[src/rtl/deser_pkg.sv]
// Shared types and constants for the deser_rx serial receiver.
package deser_pkg;

    localparam int WORD_W = 8;
    localparam logic [WORD_W-1:0] SYNC_WORD_DEF = 8'hBC;

    typedef enum logic {
        HUNT,
        LOCKED
    } state_t;

endpackage

[src/rtl/deser_if.sv]
// Byte-side valid/ready bus of the receiver: master produces bytes, slave consumes them.
interface deser_if;
    import deser_pkg::*;

    logic [WORD_W-1:0] data_out;
    logic              data_valid;
    logic              data_ready;

    modport master (output data_out, output data_valid, input data_ready);
    modport slave  (input data_out, input data_valid, output data_ready);

endinterface

[src/rtl/deser_hold_reg.sv]
// Single-entry valid/ready holding register with sticky overrun flag.
import deser_pkg::*;

module deser_hold_reg (
    input  logic              clock_ser,
    input  logic              reset,
    input  logic              load,
    input  logic [WORD_W-1:0] load_data,
    input  logic              data_ready,
    output logic [WORD_W-1:0] data_out,
    output logic              data_valid,
    output logic              overrun
);

    // NOTE: clocked state uses non-blocking assignments so every register samples pre-edge values.
    always_ff @(posedge clock_ser) begin
        if (reset) begin
            data_out   <= '0;
            data_valid <= 1'b0;
            overrun    <= 1'b0;
        end else if (load) begin
            // A pending byte being consumed this edge frees the slot for the new one.
            if (!data_valid || data_ready) begin
                data_out   <= load_data;
                data_valid <= 1'b1;
            end else begin
                overrun <= 1'b1;
            end
        end else if (data_valid && data_ready) begin
            data_valid <= 1'b0;
        end
    end

endmodule

[src/rtl/deser_rx.sv]
// Serial-to-parallel receiver: hunts for the sync word, then assembles LSB-first bytes.
import deser_pkg::*;

module deser_rx #(
    parameter logic [WORD_W-1:0] SYNC_WORD = SYNC_WORD_DEF,
    parameter bit                HUNT_EN   = 1'b1
) (
    input  logic clock_ser,
    input  logic reset,
    input  logic data_in,
    input  logic bit_en,
    input  logic align,
    deser_if.master bus,
    output logic locked,
    output logic overrun
);

    localparam int FILL_W = $clog2(WORD_W + 1);
    localparam int CNT_W  = $clog2(WORD_W);
    localparam logic [FILL_W-1:0] FILL_FULL = FILL_W'(WORD_W);
    localparam logic [CNT_W-1:0]  CNT_LAST  = CNT_W'(WORD_W - 1);
    localparam state_t            STATE_RST = HUNT_EN ? HUNT : LOCKED;

    state_t              state, state_next;
    logic [WORD_W-1:0]   window, window_next, shift_word;
    logic [FILL_W-1:0]   fill, fill_next, fill_inc;
    logic [CNT_W-1:0]    bitcnt, bitcnt_next;
    logic                load;

    assign shift_word = {data_in, window[WORD_W-1:1]};
    assign fill_inc   = (fill == FILL_FULL) ? fill : fill + 1'b1;
    assign locked     = (state == LOCKED);

    always_ff @(posedge clock_ser) begin
        if (reset) begin
            state  <= STATE_RST;
            window <= '0;
            fill   <= '0;
            bitcnt <= '0;
        end else begin
            state  <= state_next;
            window <= window_next;
            fill   <= fill_next;
            bitcnt <= bitcnt_next;
        end
    end

    // NOTE: every signal driven here gets a default first, so no latch is inferred.
    always_comb begin
        state_next  = state;
        window_next = window;
        fill_next   = fill;
        bitcnt_next = bitcnt;
        load        = 1'b0;

        if (align) begin
            // The window is left alone; zero fill makes its stale contents unmatchable.
            state_next  = HUNT;
            fill_next   = '0;
            bitcnt_next = '0;
        end else if (bit_en) begin
            window_next = shift_word;
            fill_next   = fill_inc;
            unique case (state)
                HUNT: begin
                    if (fill_inc == FILL_FULL && shift_word == SYNC_WORD) begin
                        state_next  = LOCKED;
                        bitcnt_next = '0;
                    end
                end
                LOCKED: begin
                    bitcnt_next = bitcnt + 1'b1;
                    // Sync words seen while locked are idle markers and are swallowed.
                    if (bitcnt == CNT_LAST && shift_word != SYNC_WORD) begin
                        load = 1'b1;
                    end
                end
                default: state_next = HUNT;
            endcase
        end
    end

    deser_hold_reg u_hold (
        .clock_ser  (clock_ser),
        .reset      (reset),
        .load       (load),
        .load_data  (shift_word),
        .data_ready (bus.data_ready),
        .data_out   (bus.data_out),
        .data_valid (bus.data_valid),
        .overrun    (overrun)
    );

endmodule

[src/flat_wrapper.sv]
// flat-port wrapper written by rule: the top's interface ports become plain ports
module deser_rx_flat 
#(
    parameter logic [WORD_W-1:0] SYNC_WORD = SYNC_WORD_DEF,
    parameter bit                HUNT_EN   = 1'b1
)
  (clock_ser, reset, data_in, bit_en, align, locked, overrun, bus_data_out, bus_data_valid, bus_data_ready);
  deser_if bus_i ();
  input  logic clock_ser;
  input  logic reset;
  input  logic data_in;
  input  logic bit_en;
  input  logic align;
  output logic locked;
  output logic overrun;
  output wire logic [$bits(bus_i.data_out)-1:0] bus_data_out;
  output wire logic [$bits(bus_i.data_valid)-1:0] bus_data_valid;
  input wire logic [$bits(bus_i.data_ready)-1:0] bus_data_ready;
  assign bus_data_out = bus_i.data_out;
  assign bus_data_valid = bus_i.data_valid;
  assign bus_i.data_ready = bus_data_ready;
  deser_rx #(.SYNC_WORD(SYNC_WORD), .HUNT_EN(HUNT_EN)) u_core (.clock_ser(clock_ser), .reset(reset), .data_in(data_in), .bit_en(bit_en), .align(align), .bus(bus_i), .locked(locked), .overrun(overrun));
endmodule
[config.mk]
export PLATFORM = sky130hd
export DESIGN_NAME = deser_rx_flat
export DESIGN_NICKNAME = d
export VERILOG_FILES = /design/src/rtl/deser_pkg.sv /design/src/rtl/deser_if.sv /design/src/rtl/deser_hold_reg.sv /design/src/rtl/deser_rx.sv /design/src/flat_wrapper.sv
export SDC_FILE = /design/constraint.sdc
export NUM_CORES = 1
export LEC_CHECK = 0
export CORE_UTILIZATION = 45
export CTS_CLUSTER_DIAMETER = 200
export DETAILED_ROUTE_END_ITERATION = 8
export PLACE_DENSITY = 0.77
export SLEW_MARGIN = 20
export SYNTH_ARGS = -nofsm -noshare
export SYNTH_HDL_FRONTEND = slang
export SYNTH_SLANG_ARGS = --single-unit
[constraint.sdc]
create_clock -name clock_ser -period 2.96 [get_ports clock_ser]
set_input_delay 0.888 -clock clock_ser [delete_from_list [all_inputs] [get_ports clock_ser]]
set_output_delay 0.888 -clock clock_ser [all_outputs]
set_load 0.02 [all_outputs]
### After elaboration in Yosys (flattened, before gate mapping)

Cells that the tools add are included.

| word-level totals | value |
|---|---|
| bits in registers | 26 |
| latch bits | 0 |
| memory bits (writable) | 0 |
| ROM bits | 0 |
| input bits | 6 |
| output and inout bits | 11 |
| word-level logic and storage cells | 43 |
| memories | 0 |

| cells by class | value |
|---|---|
| $add $sub $neg | 2 |
| $mul | 0 |
| divide/modulo/power cells | 0 |
| order comparisons | 0 |
| equality and inequality tests | 7 |
| shifts and indexed selects | 0 |
| mux-type cells | 12 |
| bitwise operators | 3 |
| reduce and logical (&&, ||, !) cells | 12 |

Operator list:

| operator | count |
|---|---|
| AND reduction 2 bit | 5 |
| two-way mux 1 bit | 9 |
| equality test 4 bit (second input constant) | 2 |
| equality test 8 bit (second input constant) | 1 |
| inequality test 8 bit (second input constant) | 1 |
| one-hot mux 3 bit (2 select lines) | 1 |
| adder 4 x 1 -> 4 bit (second input constant) | 1 |
| two-way mux 4 bit | 1 |
| adder 3 x 1 -> 3 bit (second input constant) | 1 |
| equality test 3 bit (second input constant) | 1 |
| logical AND 1 bit | 3 |
| two-way mux 3 bit | 1 |
| NOT 1 bit | 3 |
| inequality test 2 x 1 -> 1 bit (second input constant) | 1 |
| inequality test 2 bit (second input constant) | 1 |
| nonzero test 2 bit | 1 |
| OR reduction 2 bit | 1 |
| logical NOT 1 bit | 1 |
| logical OR 1 bit | 1 |

### Logic depth before layout (Yosys ltp)

Gate-level depths: netlist of the first run.

| logic depth | value |
|---|---|
| word-level depth | 8 |
| mapped depth | 6 |
| gate-level depth less buffers | 6 |

### Cells and area by module

Synthesis of the first run repeated with hierarchy kept, for this count alone.

| second synthesis, totals | value |
|---|---|
| cells, all modules | 124 |
| area total of the unflattened synthesis | 1,209.9 um2 |

By module, submodules not included:

| module | instances | cells an instance | area each (um2) | seq. area each (um2) |
|---|---|---|---|---|
| deser_rx | 1 | 82 | 774.5 | 300.3 |
| deser_hold_reg | 1 | 42 | 435.4 | 200.2 |

### Least setup slack after synthesis of the first run

Ideal clock, no wire load.

| timing | value |
|---|---|
| path type | input -> register |
| from | input port data_in |
| to | register u_core.u_hold.data_out[0] |
| setup time | 0.128 ns |
| arrival | 1.797 ns |
| required time | 2.832 ns |
| path slack | 1.036 ns |
| stages | 4 |
| path buffers | 0 |
| path through | nor4b_2 -> a211oi_4 -> mux2i_1 -> nor2_1 |

| on the way | value |
|---|---|
| longest elaborated chain between the ends | 7 |

Ends and longest elaborated chain:

| what | RTL line | text |
|---|---|---|
| from (decl) | flat_wrapper.sv:11 | `input logic data_in;` |
| inequality test 8 bit | deser_rx.sv:74 | `if (bitcnt == CNT_LAST && shift_word != SYNC_WORD) begin` |
| logical AND 1 bit | deser_rx.sv:74 |  |
| two-way mux 1 bit | deser_rx.sv:74 |  |
| two-way mux 1 bit | deser_rx.sv:64 | `unique case (state)` |
| two-way mux 1 bit | deser_rx.sv:61 | `end else if (bit_en) begin` |
| two-way mux 1 bit | deser_rx.sv:56 | `if (align) begin` |
| AND reduction 2 bit (no source line) | n/a |  |
| to (signal assigned) | deser_hold_reg.sv:24 | `data_out <= load_data;` |
| to (decl) | deser_hold_reg.sv:10 | `output logic [WORD_W-1:0] data_out,` |

No other way between the ends.
A chain may end at the register's enable or synchronous reset.

### Worst setup path after layout of the first run

| timing | value |
|---|---|
| from | register u_core.state (netlist: u_core.locked) |
| to | output port locked |

RTL lines:

| what | RTL line | text |
|---|---|---|
| from (decl) | deser_rx.sv:24 | `state_t state, state_next;` |
| from (signal assigned) | deser_rx.sv:41 | `state <= state_next;` |
| to (decl) | flat_wrapper.sv:14 | `output logic locked;` |

No word-level cell between the ends.

==> run_results.csv, run 1 <==
group,metric,value,unit
grt,grt_start_max_net_pins,18,
layout,n_antenna_cell,0,
routing,first_pass_iters,4,
worst_setup_path,crit_chain,"clkdlybuf4s50_1",
hold_path,min_from,"u_core.bitcnt[2]$_SDFFE_PP0P_",
worst_setup_path,crit_arrival,1.47,ns
worst_setup_path,r2r_slack,1.14,ns
logic_synthesis,synth_warnings,0,
layout,final_area,1340,um2
routing,post_drt_via_cell_ratio,5.45,
logic_synthesis,synth_top_area_share,44.9,%
clock_network,cts_setup_buffers,0,
grt,grt_pass1_wl,3890,um
die,dieHeight,51.8,um
layout,syn2layout_area_growth,20.0,%
clock_network,clk_pin_slew,0.14,ns
die,design.core.area,2280,um2
worst_setup_path,crit_slowest_cell,"clkdlybuf4s50_1",
routing,drcViolationCount,0,
timing,period_needed,2.35,ns
timing,min_period_over_period,79.5,%
routing,wl_met1,987,um
routing,wire_per_inst,13.2,um
timing,relSlewSlack,61.9,%
grt,first_global_vias,930,
timing,finalSetupViolations,0,
logic_synthesis,syn_area_per_cell,9.06,um2
clock_network,numCtsBuffers,3,
flow_run,cap_violations,0,
timing,clock-skew-final,0.00264,ns
worst_setup_path,crit_buf_inv,1,
worst_setup_path,reg2reg_from,"u_core.bitcnt[0]$_SDFFE_PP0P_",
power,powerDensity,397,nW/um2
die,ioPinCount,17,
timing,final_max_slew_viol_count,0,
layout,drive_gt1_share,7.80,%
logic_synthesis,synth_common_cells,"dfxtp_1, nand2_1, nor2_1",
clock_network,htree_num_levels,1,
hold_path,hold_depth,2,
worst_setup_path,reg2reg_depth,6,
routing,routed_wl,2230,um
placement,place_area,1310,um2
clock_network,cts_tree,"yes",
layout,fillers,198,
placement,place_congestion,0.724,
logic_synthesis,synth-seq-area-share,44.9,%
logic_synthesis,synth_nets,133,
die,num_rows,17,
worst_setup_path,critPathLaunchType,"flip-flop",
clock_network,insertion_delay,0.32,ns
logic_synthesis,ys_dominant_reg_cell,"dfxtp_1",
die,die_x,51.8,um
routing,drtIter0Drc,20,
timing,worst_pin_slew,0.570,ns
die,start_util,49.0,%
grt,antenna_found_initial,0,
worst_setup_path,cpPeakStageDelay,0.65,ns
logic_synthesis,synth.most_common_cell,"dfxtp_1",
logic_synthesis,syn_inst,123,
timing,hold_violations,0,
hold_path,min_path_type,"reg2reg",
outcome,status,"complete, no violations",
worst_setup_path,end_kind,"output port",
layout,fin_nets,152,
logic_synthesis,synth_edf_count,0,
logic_synthesis,synth_area,1110,um2
placement,numPortBuffers,16,
clock_network,cts.sinks,25,
worst_setup_path,crit_required,2.07,ns
placement,hpwl,1640,um
timing,max_freq,0.425,GHz
clock_network,post_cts_resized,0,
logic_synthesis,synth_cell_types,31,
routing,ant_nets,0,
routing,maxUsedRoutingLayer,"met4",
routing,vias,921,
power,ir_drop,0.441,mV
logic_synthesis,synth_seq_cells,25,
power,p_leak,0.466,nW
worst_setup_path,r2r_end,"u_core.u_hold.data_out[0]$_SDFFE_PP0P_",
die,die_area,2680,um2
clock_network,cts_hold_buffers,0,
grt,grt_overflow,0,
worst_setup_path,criticalPathCategory,"reg2out",
worst_setup_path,cpLargestDelayFamily,"buffers and inverters",
clock_network,clockRootBuffer,"clkbuf_4",
timing,tns,0,ns
hold_path,hold_path_end,"u_core.bitcnt[2]$_SDFFE_PP0P_",
logic_synthesis,ys_top_cells_by_area,"dfxtp_1, mux2i_1, nand2_1",
logic_synthesis,async_flop_share,0,%
grt,grt_usage,19.4,%
routing,met2_length,1160,um
clock_network,clockBufferDepth,2,
layout,fin_util,58.8,%
routing,met3_length,71,um
logic_synthesis,yosysTopAreaCell,"dfxtp_1",
worst_setup_path,crit_path_max_fanout,7,
timing,rsz0062_at_grt,"false",
per-layer routing:
layer  vias to the layer above  global-route usage, %
met3                         2                   6.43
met5                         -                      0
met1                       445                   21.5
met4                         0                   4.05
li1                        461                      -
met2                        13                   35.7
state kept, by name (all words and copies together), names as in the netlist:
name	count
u_core.bitcnt	3
u_core.fill	4
u_core.locked	1
u_core.u_hold.data_out	8
u_core.u_hold.data_valid	1
u_core.u_hold.overrun	1
u_core.window	7
area by class of cell:
class                      instances  area, um2  area share, %
sequential                        25        500           37.4
inverter                           2       7.51          0.561
multi-input combinational         92        589           44.1
tap                               28       35.0           2.62
clock inverter                     1       7.51          0.561
clock buffer                       3       22.5           1.68
timing repair buffer              18        175           13.1
worst max-delay path by stage:
stage                                           from                                endpoint  slack, ns  cells after the start
after floorplan                              data_in  u_core.u_hold.data_out[0]$_SDFFE_PP0P_       1.04                      4
after global placement                       data_in  u_core.u_hold.data_out[1]$_SDFFE_PP0P_       0.46                      5
after detailed placement                     data_in  u_core.u_hold.data_out[0]$_SDFFE_PP0P_       0.39                      5
after CTS                 u_core.locked$_SDFFE_PP0P_                                  locked       0.60                      1
after global routing      u_core.locked$_SDFFE_PP0P_                                  locked       0.52                      1
final                     u_core.locked$_SDFFE_PP0P_                                  locked       0.61                      1
per-stage QoR:
| stage | cells | hold slack, ns | setup slack [ns] | total power, mW |
|---|---|---|---|---|
| finish | 169 | 0.486 | 0.606 | 0.531 |
| global route | 169 | 0.513 | 0.521 | 0.562 |
| global placement | 165 | 0.457 | 0.462 | 0.381 |
| floorplan | 123 | 0.445 | 1.04 | 0.368 |
| detailed placement | 165 | 0.466 | 0.389 | 0.381 |
| CTS | 169 | 0.488 | 0.602 | 0.541 |
layout by cell type (no fill, tap or decap):
cell and count:
dfxtp_1 25, nand2_1 20, nor2_1 17, clkdlybuf4s50_1 16
a21oi_1 13, mux2i_1 9, ha_1 4, nor2b_1 3
o21ai_1 3, clkbuf_4 3, inv_1 2, xnor2_1 2
nand2b_1 2, a32oi_1 2, buf_4 2, and4_4 1
nor4b_2 1, nand4b_2 1, a211oi_4 1, or2_1 1
nand3b_1 1, nand4b_1 1, a21boi_1 1, and3b_1 1
o211ai_1 1, a221oi_2 1, nor3_1 1, a31oi_1 1
a211oi_1 1, nand4_1 1, xor2_1 1, o21a_1 1
clkinvlp_4 1
report_power, final:
part           total (mW)  internal, mW  switching (mW)
Combinational      0.0338        0.0148          0.0190
Clock               0.157        0.0517           0.105
Sequential          0.341         0.338         0.00233
logic make-up after synthesis:
family,Yosys count,synth area share (%)
AND/OR/NAND/NOR,51,22.8
multiplexers,9,8.08
AO/OA/AOI/OAI,25,15.2
XOR/XNOR,3,2.36
flip-flops,25,44.9
adder cells (fa/ha/maj),4,4.49
buffers and inverters,6,2.25
worst reg2reg max path, stage by stage, from the launching register on:
cell,delay [ns]
dfxtp_1,0.40
ha_1,0.18
ha_1,0.17
nand4b_2,0.14
a211oi_4,0.50
mux2i_1,0.28
nor2_1,0.06
(Power assumes the default switching activity.)
==> inputs of run 2 (changes only) <==
- PLACE_DENSITY: 0.77 -> 0.8
- clock period: 2.96 -> 1.9 ns (I/O delays scaled with it)
==> run 2 against run 1 <==
Combinational power increased by 82%. First-iteration DRC count decreased by 25%. Sequential share of layout area decreased by 2.5 points. Non-clock buffer count increased by 10. Via count increased by 3.3%. Critical path depth increased by 6. Flip-flop and latch count unchanged. Utilization increased by 4.3 points. Largest cell class unchanged.
==> run_results.csv, run 2 (same netlist as run 1, synthesis figures left out) <==
group,metric,value,unit
clock_network,cts.sinks,25,
die,start_util,49.0,%
clock_network,cts_setup_buffers,0,
clock_network,clockBufferDepth,2,
power,powerDensity,591,nW/um2
layout,fin_nets,162,
outcome,status,"complete, no violations",
layout,n_antenna_cell,0,
layout,final_area,1440,um2
worst_setup_path,cpPeakStageDelay,0.42,ns
routing,ant_nets,0,
timing,period_needed,1.77,ns
timing,final_max_slew_viol_count,0,
routing,wire_per_inst,12.5,um
placement,hpwl,1670,um
worst_setup_path,crit_path_max_fanout,4,
worst_setup_path,critPathLaunchType,"input port",
worst_setup_path,crit_required,2.13,ns
worst_setup_path,crit_slowest_cell,"clkdlybuf4s50_1",
layout,drive_gt1_share,14.6,%
die,die_x,51.8,um
grt,grt_pass1_wl,3680,um
hold_path,min_path_type,"reg2reg",
grt,grt_start_max_net_pins,18,
worst_setup_path,cpMostUsedCell,"buf_4",
clock_network,cts_tree,"yes",
layout,mostFrequentLayoutCell,"dfxtp_1",
timing,holdWs,0.482,ns
worst_setup_path,end_kind,"flip-flop",
clock_network,numCtsBuffers,3,
clock_network,cts_hold_buffers,0,
die,design.core.area,2280,um2
clock_network,clk_pin_slew,0.14,ns
grt,antenna_found_initial,0,
routing,post_drt_via_cell_ratio,5.31,
grt,grt_overflow,0,
routing,routed_wl,2240,um
flow_run,cap_violations,0,
grt,first_global_vias,874,
clock_network,clockRootBuffer,"clkbuf_4",
timing,finalSetupViolations,0,
timing,clock-skew-final,0.00219,ns
layout,layout_common_cells,"dfxtp_1, nand2_1, nor2_1",
worst_setup_path,criticalPathCategory,"in2reg",
timing,hold_violations,0,
layout,syn2layout_area_growth,28.7,%
grt,grt_usage,18.5,%
timing,max_freq,0.564,GHz
timing,worst_pin_slew,0.368,ns
worst_setup_path,crit_arrival,2.00,ns
die,dieHeight,51.8,um
timing,tns,0,ns
timing,rsz0062_at_grt,"false",
power,ir_drop,0.404,mV
routing,drtIter0Drc,15,
layout,largest_register_ffs,8,
die,die_area,2680,um2
routing,drcViolationCount,0,
timing,min_period_over_period,93.3,%
layout,reg_top3,"u_core.u_hold.data_out x8, u_core.window x7, u_core.fill x4",
placement,numPortBuffers,16,
placement,place_area,1380,um2
power,power,848,uW
routing,vias,951,
die,ioPinCount,17,
layout,top_register,"u_core.u_hold.data_out",
power,p_leak,0.699,nW
clock_network,insertion_delay,0.32,ns
clock_network,htree_num_levels,1,
die,num_rows,17,
timing,relSlewSlack,75.4,%
routing,first_pass_iters,4,
worst_setup_path,crit_chain,"clkdlybuf4s50_1 > nor4b_2 > buf_4 > a211oi_4 > buf_4 > mux2i_1 > nor2_1",
placement,place_congestion,0.768,
==> run 2: cell types whose count changed in the layout (fill, tap and decap cells not counted), sizes merged <==
cell / delta
buf: +10
clkdlybuf4s50: -11
clkinvlp: -1
dlygate4sd2: +2
dlymetal6s2s: +9
inv: +1
==> run 2: layout make-up <==
cell class | instances | area (um2)
clock buffer | 3 | 22.5
clock inverter | 1 | 8.76
fill | 201 | 841
inverter | 2 | 7.51
multi-input combinational | 92 | 589
sequential | 25 | 502
tap | 28 | 35.0
timing repair buffer | 28 | 270
==> run 2: timing repair <==
item,CTS,global route
pin swaps,0,0
setup endpoints to repair,2,9
gates resized for setup,3,9
==> run 2: path summary, 6_finish.rpt <==
path | start | end | slack, ns | cells after the start
min reg2reg | u_core.u_hold.overrun$_SDFFE_PP0P_ | u_core.u_hold.overrun$_SDFFE_PP0P_ | 0.48 | 2
min | u_core.u_hold.overrun$_SDFFE_PP0P_ | u_core.u_hold.overrun$_SDFFE_PP0P_ | 0.48 | 2
max reg2reg | u_core.bitcnt[0]$_SDFFE_PP0P_ | u_core.u_hold.data_out[0]$_SDFFE_PP0P_ | 0.25 | 7
max | data_in | u_core.u_hold.data_out[0]$_SDFFE_PP0P_ | 0.13 | 7
==> run 2: critical path: cells and delay by family <==
| family | cells | cell delay [ns] |
|---|---|---|
| muxes | 1 | 0.21 |
| AOI/OAI and AO/OA | 1 | 0.24 |
| buffers and inverters | 3 | 0.75 |
| and+or+nand+nor | 2 | 0.23 |
==> run 2: routing by layer <==
metal  vias up  wire, um  share of wire (%)  global-route usage [%]
li1        485         -                  -                       -
met1       446       992                 44                    21.3
met2        18      1140                 51                    33.3
met3         2        95                4.2                    6.43
met4         0        10               0.45                    2.70
met5         -         0                  0                       0
==> run 2: where the power goes <==
group	internal, mW	total (mW)	switching (mW)
clock	0.0857	0.255	0.170
combinational	0.0312	0.0616	0.0305
sequential	0.527	0.531	0.00367
==> run 2: through the flow <==
step / util [%] / setup slack, ns / instances
floorplan: - / 0.294 / 123
global placement: 60.7 / -0.166 / 175
detailed placement: 60.7 / -0.243 / 175
CTS: 62.1 / 0.0156 / 179
global route: 63.1 / 0.0807 / 179
finish: 63.1 / 0.127 / 179
==> RTL edit, RTL diff (settings of run 1) <==
Change the package constant `WORD_W` from 8 to 32.
--- a/src/rtl/deser_pkg.sv
+++ b/src/rtl/deser_pkg.sv
@@ -2,5 +2,5 @@
 package deser_pkg;
 
-    localparam int WORD_W = 8;
+    localparam int WORD_W = 32;
     localparam logic [WORD_W-1:0] SYNC_WORD_DEF = 8'hBC;
 
Ports: changed (resized bus_data_out); port bits go from 17 to 41. The function was not compared with the original's and may differ.
==> RTL edit against run 1 <==
- design area rose to 2.8 times the old value
- worst setup slack worse by 0.19 ns
- clock power rose to 5.6 times the old value
- clock skew up 0.0061 ns
- global-route usage down 1.1 points
- sequential power rose to 3.0 times the old value
- synthesized area rose to 2.8 times the old value
- sequential cell count up 52
- wire length rose to 2.8 times the old value
- non-clock buffer count up 28
- cell count rose to 2.8 times the old value
- maximum frequency down 7.6%
- total power rose to 3.7 times the old value
- largest cell class is now flip-flops and latches
==> RTL edit: results (changes against run 1) <==
cells_and_area:
  drive_above_1_share: 0.0799  # +0.00188
  n_fill_cell: 574  # +190%
  multi_input_cells: 246  # +170%
  multi_input_area_share: 0.382  # -0.0591
  fin_cells: 465  # +180%
  nNonClkBuffers: 46  # +28
global_routing:
  met3_usage: 0.0492  # -0.0152
  track_usage: 0.184  # -0.0106
  grt_max_degree: 67  # +49
  grt_use_met1: 0.216  # +0.000743
synthesis:
  syn-num-nets: 356  # +170%
  ys_seq_area_frac: 0.502  # +0.0527
placement:
  place_hpwl_um: 4120  # +150%
  io_buffers: 40  # +24
  place_ws_ns: 0.0637  # -0.325 ns
clock_tree:
  cts_root_buf: "clkbuf_8"
  cts_buffers: 9  # +6
  clkLatencyLatePin_ns: 0.35  # +0.03 ns
  clk_pin_slew_worst_paths_ns: 0.08  # -0.06 ns
outcome:
  run_status: "finished clean"
route:
  wl_met3_um: 249  # +250%
  wl_met2_um: 2950  # +150%
  wl_per_cell_um: 13.4  # +1.9%
timing:
  clock.fmax_mhz: 393  # -7.6%
setup_path:
  crit_start: "data_in"
  slowest_delay_ns: 0.44  # -0.21 ns
## RTL edit: cell types whose count changed after synthesis, moves of 3 or more
cell,change
o21ai_0,+5
clkbuf_1,+12
buf_6,+3
nand3_1,+5
o311ai_1,+5
nand4_1,+4
nor4_1,+6
a21oi_1,+23
mux2i_1,+24
dfxtp_1,+52
nand2_1,+49
nor2_1,+25
## RTL edit: report_power, final
| group | total (W) | switching, W | internal [W] |
|---|---|---|---|
| registers | 0.00104 | 0.00000270 | 0.00104 |
| clock network | 0.000878 | 0.000399 | 0.000479 |
| logic | 0.0000593 | 0.0000427 | 0.0000166 |
## RTL edit: cell families (layout without fill, tap and decap cells)
kind of cell | count (synthesis) | in the layout | synth area share
and+or+nand+nor | 147 | 147 | 0.214
AOI/OAI and AO/OA | 56 | 56 | 0.107
buffers and inverters | 23 | 65 | 0.0358
adders and majority gates | 4 | 4 | 0.0163
xor gates and xnor gates | 5 | 5 | 0.0143
muxes | 34 | 34 | 0.111
DFF | 77 | 77 | 0.502
